===== src/rtl/alu_pkg.sv =====
// alu_pkg: shared definitions for the ALU sequencer slice.
//   - 4-bit ALU select codes for every legal operation
//   - op_is_legal(): decides whether an opcode may execute and write back
//   - state_e: 2-bit encoding of the sequencer FSM (IDLE / EXEC / WB)
package alu_pkg;

    localparam int DATA_W = 8;

    localparam logic [3:0] OP_PASSB = 4'b0000;
    localparam logic [3:0] OP_NOT   = 4'b0001;
    localparam logic [3:0] OP_AND   = 4'b0010;
    localparam logic [3:0] OP_OR    = 4'b0011;
    localparam logic [3:0] OP_XOR   = 4'b0100;
    localparam logic [3:0] OP_SHL   = 4'b0111;
    localparam logic [3:0] OP_SHR   = 4'b1000;
    localparam logic [3:0] OP_SAR   = 4'b1001;

    // Encoding value 2'b11 is unused; the FSM recovers from it to IDLE.
    typedef enum logic [1:0] {
        IDLE = 2'b00,
        EXEC = 2'b01,
        WB   = 2'b10
    } state_e;

    // True for the eight opcodes the downstream ALU implements.
    function automatic logic op_is_legal(input logic [3:0] op);
        logic legal;
        case (op)
            OP_PASSB, OP_NOT, OP_AND, OP_OR,
            OP_XOR, OP_SHL, OP_SHR, OP_SAR: legal = 1'b1;
            default:                        legal = 1'b0;
        endcase
        return legal;
    endfunction

endpackage


===== src/rtl/alu_sequencer_if.sv =====
// alu_sequencer_if: command handshake between the issue logic and the
// ALU sequencer.
//   master modport: issue logic (drives cmd_*, observes cmd_ready)
//   slave  modport: sequencer   (samples cmd_*, drives cmd_ready)
// Signals: cmd_valid/cmd_ready handshake, cmd_op (ALU select),
// cmd_dst/cmd_srca/cmd_srcb register addresses, cmd_imm_en/cmd_imm
// immediate B operand.
interface alu_sequencer_if #(
    parameter int ADDR_W = 2
);
    logic              cmd_valid;
    logic              cmd_ready;
    logic [3:0]        cmd_op;
    logic [ADDR_W-1:0] cmd_dst;
    logic [ADDR_W-1:0] cmd_srca;
    logic [ADDR_W-1:0] cmd_srcb;
    logic              cmd_imm_en;
    logic [7:0]        cmd_imm;

    modport master (
        output cmd_valid, cmd_op, cmd_dst, cmd_srca, cmd_srcb, cmd_imm_en, cmd_imm,
        input  cmd_ready
    );

    modport slave (
        input  cmd_valid, cmd_op, cmd_dst, cmd_srca, cmd_srcb, cmd_imm_en, cmd_imm,
        output cmd_ready
    );
endinterface


===== src/rtl/regfile_2r1w.sv =====
// regfile_2r1w: NUM_REGS x DATA_W register file.
//   clk, rst_n          : clock, async active-low clear of every entry
//   we, waddr, wdata    : synchronous write port
//   raddr_a / rdata_a   : combinational read port A
//   raddr_b / rdata_b   : combinational read port B
//   dbg_addr / dbg_data : combinational debug read port
// A write lands at the clock edge, so all read ports show the new value
// from that edge onward.
module regfile_2r1w #(
    parameter int NUM_REGS = 4,
    parameter int ADDR_W   = 2,
    parameter int DATA_W   = 8
) (
    input  logic              clk,
    input  logic              rst_n,
    input  logic              we,
    input  logic [ADDR_W-1:0] waddr,
    input  logic [DATA_W-1:0] wdata,
    input  logic [ADDR_W-1:0] raddr_a,
    output logic [DATA_W-1:0] rdata_a,
    input  logic [ADDR_W-1:0] raddr_b,
    output logic [DATA_W-1:0] rdata_b,
    input  logic [ADDR_W-1:0] dbg_addr,
    output logic [DATA_W-1:0] dbg_data
);

    logic [DATA_W-1:0] mem_q [NUM_REGS];
    logic [DATA_W-1:0] mem_d [NUM_REGS];

    // Next-state of the storage array: single write port.
    always_comb begin
        mem_d = mem_q;
        if (we) begin
            mem_d[waddr] = wdata;
        end else begin
            mem_d = mem_q;
        end
    end

    // Storage flops with asynchronous clear of every entry.
    always_ff @(posedge clk or negedge rst_n) begin
        if (!rst_n) begin
            for (int i = 0; i < NUM_REGS; i++) begin
                mem_q[i] <= {DATA_W{1'b0}};
            end
        end else begin
            mem_q <= mem_d;
        end
    end

    assign rdata_a  = mem_q[raddr_a];
    assign rdata_b  = mem_q[raddr_b];
    assign dbg_data = mem_q[dbg_addr];

endmodule


===== src/rtl/alu_sequencer.sv =====
// alu_sequencer: three-cycle control stage in front of an external
// combinational 8-bit ALU.
//   clk, rst_n : clock, async active-low reset (aborts any operation)
//   cmd        : command handshake (slave side of alu_sequencer_if)
//   alu_sel/alu_a/alu_b : registered ALU inputs, updated only at accept
//   alu_c      : combinational ALU result
//   done/err   : one-cycle completion pulse; err marks an illegal opcode
//   result, flag_z, flag_n : last legal ALU result and its flags
//   dbg_addr/dbg_data      : combinational register-file peek
// Flow: IDLE accepts a command and loads the ALU operands, EXEC captures
// alu_c, WB pulses done and writes the result back. The write-back edge
// precedes the earliest next accept, so back-to-back dependent commands
// read fresh data without forwarding.
module alu_sequencer
    import alu_pkg::*;
#(
    parameter int NUM_REGS = 4,   // power of two
    parameter int ADDR_W   = 2    // log2(NUM_REGS)
) (
    input  logic              clk,
    input  logic              rst_n,
    alu_sequencer_if.slave    cmd,
    output logic [3:0]        alu_sel,
    output logic [7:0]        alu_a,
    output logic [7:0]        alu_b,
    input  logic [7:0]        alu_c,
    output logic              done,
    output logic              err,
    output logic [7:0]        result,
    output logic              flag_z,
    output logic              flag_n,
    input  logic [ADDR_W-1:0] dbg_addr,
    output logic [7:0]        dbg_data
);

    state_e            state_q,   state_d;
    logic [ADDR_W-1:0] dst_q,     dst_d;
    logic [3:0]        alu_sel_q, alu_sel_d;
    logic [7:0]        alu_a_q,   alu_a_d;
    logic [7:0]        alu_b_q,   alu_b_d;
    logic [7:0]        result_q,  result_d;
    logic              flag_z_q,  flag_z_d;
    logic              flag_n_q,  flag_n_d;
    logic              done_q,    done_d;
    logic              err_q,     err_d;

    logic [7:0]        rd_a;
    logic [7:0]        rd_b;
    logic              wb_en;

    // alu_sel_q doubles as the latched opcode: it only changes at accept.
    assign wb_en = (state_q == WB) && op_is_legal(alu_sel_q);

    regfile_2r1w #(
        .NUM_REGS (NUM_REGS),
        .ADDR_W   (ADDR_W),
        .DATA_W   (DATA_W)
    ) u_regfile (
        .clk      (clk),
        .rst_n    (rst_n),
        .we       (wb_en),
        .waddr    (dst_q),
        .wdata    (result_q),
        .raddr_a  (cmd.cmd_srca),
        .rdata_a  (rd_a),
        .raddr_b  (cmd.cmd_srcb),
        .rdata_b  (rd_b),
        .dbg_addr (dbg_addr),
        .dbg_data (dbg_data)
    );

    // FSM next-state and datapath next values.
    always_comb begin
        state_d   = state_q;
        dst_d     = dst_q;
        alu_sel_d = alu_sel_q;
        alu_a_d   = alu_a_q;
        alu_b_d   = alu_b_q;
        result_d  = result_q;
        flag_z_d  = flag_z_q;
        flag_n_d  = flag_n_q;
        done_d    = done_q;
        err_d     = err_q;
        case (state_q)
            IDLE: begin
                done_d = 1'b0;
                err_d  = 1'b0;
                if (cmd.cmd_valid) begin
                    // Operands are read here; later cmd_* changes are ignored.
                    dst_d     = cmd.cmd_dst;
                    alu_sel_d = cmd.cmd_op;
                    alu_a_d   = rd_a;
                    alu_b_d   = cmd.cmd_imm_en ? cmd.cmd_imm : rd_b;
                    state_d   = EXEC;
                end else begin
                    state_d   = IDLE;
                end
            end
            EXEC: begin
                if (op_is_legal(alu_sel_q)) begin
                    result_d = alu_c;
                    flag_z_d = (alu_c == 8'h00);
                    flag_n_d = alu_c[7];
                    err_d    = 1'b0;
                end else begin
                    err_d    = 1'b1;
                end
                done_d  = 1'b1;
                state_d = WB;
            end
            WB: begin
                done_d  = 1'b0;
                err_d   = 1'b0;
                state_d = IDLE;
            end
            default: begin
                done_d  = 1'b0;
                err_d   = 1'b0;
                state_d = IDLE;
            end
        endcase
    end

    // All sequencer state; asynchronous reset aborts any operation.
    always_ff @(posedge clk or negedge rst_n) begin
        if (!rst_n) begin
            state_q   <= IDLE;
            dst_q     <= {ADDR_W{1'b0}};
            alu_sel_q <= 4'h0;
            alu_a_q   <= 8'h00;
            alu_b_q   <= 8'h00;
            result_q  <= 8'h00;
            flag_z_q  <= 1'b0;
            flag_n_q  <= 1'b0;
            done_q    <= 1'b0;
            err_q     <= 1'b0;
        end else begin
            state_q   <= state_d;
            dst_q     <= dst_d;
            alu_sel_q <= alu_sel_d;
            alu_a_q   <= alu_a_d;
            alu_b_q   <= alu_b_d;
            result_q  <= result_d;
            flag_z_q  <= flag_z_d;
            flag_n_q  <= flag_n_d;
            done_q    <= done_d;
            err_q     <= err_d;
        end
    end

    assign cmd.cmd_ready = (state_q == IDLE);
    assign alu_sel       = alu_sel_q;
    assign alu_a         = alu_a_q;
    assign alu_b         = alu_b_q;
    assign result        = result_q;
    assign flag_z        = flag_z_q;
    assign flag_n        = flag_n_q;
    assign done          = done_q;
    assign err           = err_q;

endmodule


===== src/flat_wrapper.sv =====
// flat-port wrapper written by rule: the top's interface ports become plain ports
module alu_sequencer_flat import alu_pkg::*;
#(
    parameter int NUM_REGS = 4,                  
    parameter int ADDR_W   = 2                     
)
  (clk, rst_n, alu_sel, alu_a, alu_b, alu_c, done, err, result, flag_z, flag_n, dbg_addr, dbg_data, cmd_cmd_valid, cmd_cmd_op, cmd_cmd_dst, cmd_cmd_srca, cmd_cmd_srcb, cmd_cmd_imm_en, cmd_cmd_imm, cmd_cmd_ready);
  alu_sequencer_if #(.ADDR_W(ADDR_W)) cmd_i ();
  input  logic clk;
  input  logic rst_n;
  output logic [3:0] alu_sel;
  output logic [7:0] alu_a;
  output logic [7:0] alu_b;
  input  logic [7:0] alu_c;
  output logic done;
  output logic err;
  output logic [7:0] result;
  output logic flag_z;
  output logic flag_n;
  input  logic [ADDR_W-1:0] dbg_addr;
  output logic [7:0] dbg_data;
  input wire logic [$bits(cmd_i.cmd_valid)-1:0] cmd_cmd_valid;
  input wire logic [$bits(cmd_i.cmd_op)-1:0] cmd_cmd_op;
  input wire logic [$bits(cmd_i.cmd_dst)-1:0] cmd_cmd_dst;
  input wire logic [$bits(cmd_i.cmd_srca)-1:0] cmd_cmd_srca;
  input wire logic [$bits(cmd_i.cmd_srcb)-1:0] cmd_cmd_srcb;
  input wire logic [$bits(cmd_i.cmd_imm_en)-1:0] cmd_cmd_imm_en;
  input wire logic [$bits(cmd_i.cmd_imm)-1:0] cmd_cmd_imm;
  output wire logic [$bits(cmd_i.cmd_ready)-1:0] cmd_cmd_ready;
  assign cmd_i.cmd_valid = cmd_cmd_valid;
  assign cmd_i.cmd_op = cmd_cmd_op;
  assign cmd_i.cmd_dst = cmd_cmd_dst;
  assign cmd_i.cmd_srca = cmd_cmd_srca;
  assign cmd_i.cmd_srcb = cmd_cmd_srcb;
  assign cmd_i.cmd_imm_en = cmd_cmd_imm_en;
  assign cmd_i.cmd_imm = cmd_cmd_imm;
  assign cmd_cmd_ready = cmd_i.cmd_ready;
  alu_sequencer #(.NUM_REGS(NUM_REGS), .ADDR_W(ADDR_W)) u_core (.clk(clk), .rst_n(rst_n), .cmd(cmd_i), .alu_sel(alu_sel), .alu_a(alu_a), .alu_b(alu_b), .alu_c(alu_c), .done(done), .err(err), .result(result), .flag_z(flag_z), .flag_n(flag_n), .dbg_addr(dbg_addr), .dbg_data(dbg_data));
endmodule

===== config.mk =====
export PLATFORM = sky130hd
export DESIGN_NAME = alu_sequencer_flat
export DESIGN_NICKNAME = d
export VERILOG_FILES = /design/src/rtl/alu_pkg.sv /design/src/rtl/alu_sequencer_if.sv /design/src/rtl/regfile_2r1w.sv /design/src/rtl/alu_sequencer.sv /design/src/flat_wrapper.sv
export SDC_FILE = /design/constraint.sdc
export NUM_CORES = 1
export LEC_CHECK = 0
export CORE_MARGIN = 5
export CORE_UTILIZATION = 54
export CTS_CLUSTER_DIAMETER = 150
export DETAILED_ROUTE_END_ITERATION = 8
export PLACE_DENSITY = 0.83
export SETUP_SLACK_MARGIN = 0.2
export SLEW_MARGIN = 40
export SYNTH_ARGS = -nofsm -noshare
export SYNTH_HDL_FRONTEND = slang
export SYNTH_SLANG_ARGS = --single-unit
export TNS_END_PERCENT = 50

===== constraint.sdc =====
create_clock -name clk -period 3.5 [get_ports clk]
set_clock_uncertainty 0.05 [all_clocks]
set_input_delay 0.7 -clock clk [delete_from_list [all_inputs] [get_ports clk]]
set_output_delay 0.7 -clock clk [all_outputs]
set_load 0.1 [all_outputs]

=== Word level (Yosys, flattened, before mapping) ===
Memories as Yosys holds them, arrays and structs flattened.
Cells that the tools add are included.

* Register bits: 68
* ROM bits: 32
* Input port bits: 32
* Output and inout bits: 41
* Logic and storage cells: 52
* Memories kept: 2

{| class="wikitable"
|+ Memory list
! name !! words !! width !! read ports !! clocked after memory_dff !! write ports !! line !! text
|-
| (no name shown) || 16 || 1 || 1 || 0 || 0 || alu_pkg.sv:28 || <nowiki>case (op)</nowiki>
|-
| (no name shown) || 16 || 1 || 1 || 0 || 0 || alu_pkg.sv:28 ||
|}

* $lt $le $gt $ge: 5
* Eq/ne operators: 2
* Mux-type cells: 19
* Bitwise operators: 4
* Reduce and logical (&&, ||, !) cells: 6

{| class="wikitable"
|+ Operators with widths
! cell !! number
|-
| 2-to-1 mux 8 bit || 8
|-
| binary-select mux 8 bit (select 2 bit) || 3
|-
| bitwise mux 32 bit || 1
|-
| demux 8 bit (select 2 bit) || 1
|-
| >= comparator 3 bit (second input constant) || 4
|-
| NOT 2 -> 3 bit || 4
|-
| zero test 8 bit || 1
|-
| 2-to-1 mux 1 bit || 5
|-
| one-hot mux 2 bit (2 select lines) || 1
|-
| AND reduction 2 bit || 2
|-
| < comparator 3 x 1 -> 1 bit (second input constant) || 1
|-
| equality test 2 x 1 -> 1 bit (second input constant) || 1
|-
| equality test 2 bit (second input constant) || 1
|-
| logical AND 1 bit || 2
|-
| zero test 2 bit || 1
|}

=== Logic depth before layout (Yosys ltp) ===
* Depth after elaboration: 6
* Gate-level depth with buffers: 6
* Mapped depth without buffers: 4

=== Modules after synthesis ===
Synthesis repeated with hierarchy kept, for this count alone.

* Cell total of the unflattened synthesis: 200
* Area, all modules: 3181.8 um2

{| class="wikitable"
|+ By module, submodules not included
! module !! instances !! cells each !! area an instance (um2)
|-
| regfile_2r1w || 1 || 98 || 1779.2
|-
| alu_sequencer || 1 || 102 || 1402.6
|}

=== Least setup slack after synthesis ===
Ideal clock, no wire load.

* Path type: register -> register
* From: register, netlist name u_core.done
* To: register u_core.alu_sel_q[1], in the netlist u_core.alu_sel[1]
* Arrival: 3137 ps
* Setup slack: 187 ps
* Cell stages (with the launch flop): 6
* Cells stage by stage: dfrtp_1 > nor2_1 > and2_1 > clkbuf_1 > buf_2 > mux2_2

{| class="wikitable"
|+ RTL lines
! item !! line !! text
|-
| end signal: assignment || alu_sequencer.sv:140 || <nowiki>alu_sel_q <= alu_sel_d;</nowiki>
|-
| end: declaration || alu_sequencer.sv:38 || <nowiki>logic [3:0] alu_sel_q, alu_sel_d;</nowiki>
|}

=== Worst setup path after layout ===
* From: input port dbg_addr[0]
* To: output port dbg_data[0]

* Word-level cells in the longest chain between the ends: 4

{| class="wikitable"
|+ Ends and longest elaborated chain
! item !! line !! text
|-
| start: declaration || flat_wrapper.sv:20 || <nowiki>input logic [ADDR_W-1:0] dbg_addr;</nowiki>
|-
| NOT 2 -> 3 bit (not written as such) || regfile_2r1w.sv:53 || <nowiki>assign dbg_data = mem_q[dbg_addr];</nowiki>
|-
| binary-select mux 8 bit (select 2 bit) || regfile_2r1w.sv:53 ||
|-
| 2-to-1 mux 8 bit (not written as such) (2 in series) || regfile_2r1w.sv:53 ||
|-
| end: declaration || flat_wrapper.sv:21 || <nowiki>output logic [7:0] dbg_data;</nowiki>
|}

No other way between the ends. The select of a mux whose other input is x is not followed.

==> results.md <==
- The run finished with clean final reports.
- Wires add up to between 6 and 7 mm.
- The number of buffers created by CTS is 9.
- Headroom to the max-slew limit came out at ~60%.
- The post-synth design cell area is ~0.0032 mm^2.
- The cell with the largest stage delay on the worst path is sky130_fd_sc_hd__mux4_2.
- After detailed routing, the average wire length per cell comes to 18.9 um.
- Counting flops and latches in the post-synthesis netlist gives 66.
- In the routed layout, each cell is associated on average with a via count of 5.82.
- The congestion estimate from routability-driven global placement came to a little over 0.8.
- The via count of the first global-routing pass came to slightly above 2000.
- Clock-pin slew was measured on the worst setup and hold paths at roughly 0.060 ns.
- The hold violation total from the final report is 0.
- The global-route congestion overflow total is 0.
- The total setup buffers inserted after CTS is 0.
- In this run the number of H-tree levels came out at 3.
- The global-route wire length before repair is ~11 mm.
- The number of buffers added on ports is between 70 and 80.
- The number of DRC markers in iteration 0 is 116.
- The measured slew at the worst slew-check pin is 0.601 ns.
- The number of clock sinks seen by CTS is 66.
- At the worst endpoint, the arrival time is 2.13 ns.
- The maximum frequency from static timing analysis is 0.348 GHz.
- The number of slew-limit violations in the final report was 0.
- The number of failing setup endpoints in the final timing report is 0.
- OpenSTA, run right after detailed placement, puts the worst setup slack at a little over 0.6 ns.
- Setup repair after global routing left no endpoint under its margin.
- Each instance of the synthesized netlist takes up on average 15.9 um^2.
- The net count of the finished layout is ~300.
- The number of antenna violations at the first check in global routing is 0.
- After floorplanning, the core was sized to cover 0.00582 mm^2.
- Across the run, the number of max-cap violations was 0.
- Yosys attributes the largest share of cell area to sky130_fd_sc_hd__dfrtp_1, sky130_fd_sc_hd__mux2_2, sky130_fd_sc_hd__mux4_2.
- The synthesized design spends more area on one cell type than any other, namely sky130_fd_sc_hd__dfrtp_1.
- The post-route antenna net violation count is 0.
- The detailed router placed 2050 vias in this run.
- From left edge to right edge, the die measures roughly 87 um.
- The area overhead of the layout relative to synthesis is 28.3%.
- The clock tree from TritonCTS is yes.
- The total iterations of the first detailed-routing run is 4.
- During I/O placement, the number of pins put on the boundary was 73.
- The die area is 0.00751 mm^2.
- The netlist uses 25 different library cells.
- Of the synthesized area, sequential elements account for a little over half.
- Traced cell by cell, the critical path runs through clkdlybuf4s50_1 -> buf_4 -> mux4_2 -> buf_12.
- The biggest fanout along the worst timing path is 8.
- In the synthesized netlist, the number of instances is 200.
- The largest single stage delay on the critical path is just under 0.6 ns.
- The post-cts hold buffer count is 0.
- Global routing used 19.4% of the available tracks.
- At the later pin of the worst-skew pair, clock insertion delay measures approximately 0.34 ns.
- The number of nets in the synthesized netlist is 232.
- The area fraction of the dominant cell type after synthesis is 52.1%.
- The initial core utilization is 54.6%.
- The post-route setup TNS is 0 ns.
- The setup path with the least slack is of type in2out.
- The final worst setup slack is approximately 0.62 ns.
- In this run the vertical extent of the chip is ~87 um.
- The tree is rooted in a sky130_fd_sc_hd__clkbuf_8.
- STA classifies the critical path startpoint as an input port.
- The placed wire-length estimate after detailed placement is between 4 and 5 mm.
- The kind of capture point of the worst setup path is an output pin.
- Dividing the final minimum period by the clock period gives 82.2%.
- The fraction of layout instances using a drive strength above 1 is about half.
- Counting I/O delays and the setup requirement, the final critical path takes approximately 2.9 ns.
- Data on the critical path is required at its endpoint by around 2.8 ns.
- The yosys synthesis warning count is 0.
- The final routed DRC violation total is 0.
- The post-cts gate resize count is 0.
- In this run the worst hold path is classified as in2async.
- The repair_antennas step left the layout with diodes totalling 0.
- The maximum buffer depth of the clock tree is 2.
- Entering global routing, the biggest net connects 67 pins.
- The standard-cell row count is 28.
==> per-stage QoR <==
| step | hold WS [ns] | std cells | cell area, um^2 | util, % |
|---|---|---|---|---|
| after global routing | 0.449 | 352 | 4070 | 70.0 |
| after detailed placement | 0.445 | 336 | 3880 | 66.8 |
| after global placement | 0.443 | 336 | 3970 | 68.2 |
| after CTS | 0.460 | 352 | 4070 | 69.9 |
| after floorplan | 0.354 | 200 | 3180 | - |
| final | 0.379 | 352 | 4070 | 70.0 |
==> synthesized netlist by cell type (all sizes together) <==
| cell | n |
|---|---|
| o21ai | 1 |
| mux2 | 54 |
| xor2 | 1 |
| and2b | 1 |
| mux4 | 24 |
| nor2b | 2 |
| and2 | 1 |
| inv | 1 |
| nor2 | 9 |
| buf | 12 |
| mux2i | 9 |
| a21oi | 8 |
| a21o | 1 |
| clkbuf | 2 |
| dfrtp | 66 |
| nor4 | 2 |
| nand4b | 1 |
| and4bb | 1 |
| nand4 | 1 |
| and4b | 1 |
| nand2 | 2 |
==> worst paths after layout <==
check | start | depth (start not counted) | slack [ns] | to
setup / recovery | dbg_addr[0] | 4 | 0.62 | dbg_data[0]
hold / removal | rst_n | 2 | 0.38 | u_core.u_regfile.mem_q[10]$_DFFE_PN0P_
setup reg to reg | u_core.alu_sel[1]$_DFFE_PN0P_ | 4 | 1.53 | u_core.u_regfile.mem_q[30]$_DFFE_PN0P_
hold reg to reg | u_core.alu_a[5]$_DFFE_PN0P_ | 1 | 0.46 | u_core.alu_a[5]$_DFFE_PN0P_
max in group asynchronous | rst_n | 2 | 2.60 | u_core.result[0]$_DFFE_PN0P_
min in group clk | u_core.alu_a[5]$_DFFE_PN0P_ | 1 | 0.46 | u_core.alu_a[5]$_DFFE_PN0P_
==> worst max-delay path: cells and delay by family <==
family | cells | cell delay (ns)
multiplexers | 1 | 0.58
buffers and inverters | 3 | 0.84
==> layer usage <==
metal	GRT usage (%)	vias to the layer above	wire, um
met3	4.28	11	497
li1	-	908	-
met4	8.50	0	116
met2	31.0	82	3380
met1	25.7	1049	2650
met5	0	-	0
==> cells by family after synthesis <==
family,Yosys count,synth area share [%]
DFF,66,52.1
and+or+nand+nor,21,4.22
xor gates and xnor gates,1,0.276
buffers and inverters,15,2.60
AOI/OAI and AO/OA,10,1.81
muxes,87,39.0
==> sequential cells by signal, indices dropped and copies added, names as in the netlist <==
| register | count |
|---|---|
| u_core.u_regfile.mem_q | 32 |
| u_core.alu_a | 8 |
| u_core.alu_b | 8 |
| u_core.result | 8 |
| u_core.alu_sel | 4 |
| u_core.dst_q | 2 |
| u_core.done | 1 |
| u_core.err | 1 |
| u_core.flag_z | 1 |
| u_core.state_q | 1 |
==> layout make-up <==
cell class,instances,area (um^2)
flip-flops and latches,66,1650
inverters,1,3.75
fillers,434,1750
clock inverters,2,10.0
well taps,75,93.8
repair buffers,75,697
clock buffers,14,173
multi-input cells,119,1440
==> cell usage in the layout (no fill, tap or decap), drive strengths merged <==
cell type and count:
buf 45, clkinv 2, nor2b 2, mux2i 9, nor4 2, nand4b 1, dfrtp 66, clkbuf 14
mux2 54, nand4 1, mux4 24, and2 1, and2b 1, a21oi 8, o21ai 1, xor2 1
and4b 1, nand2 2, and4bb 1, a21o 1, nor2 9, clkdlybuf4s50 30, inv 1
Power is left out: the tool's default activity adds up to more than one toggle a clock period on the data nets, which glitch-free logic cannot reach.
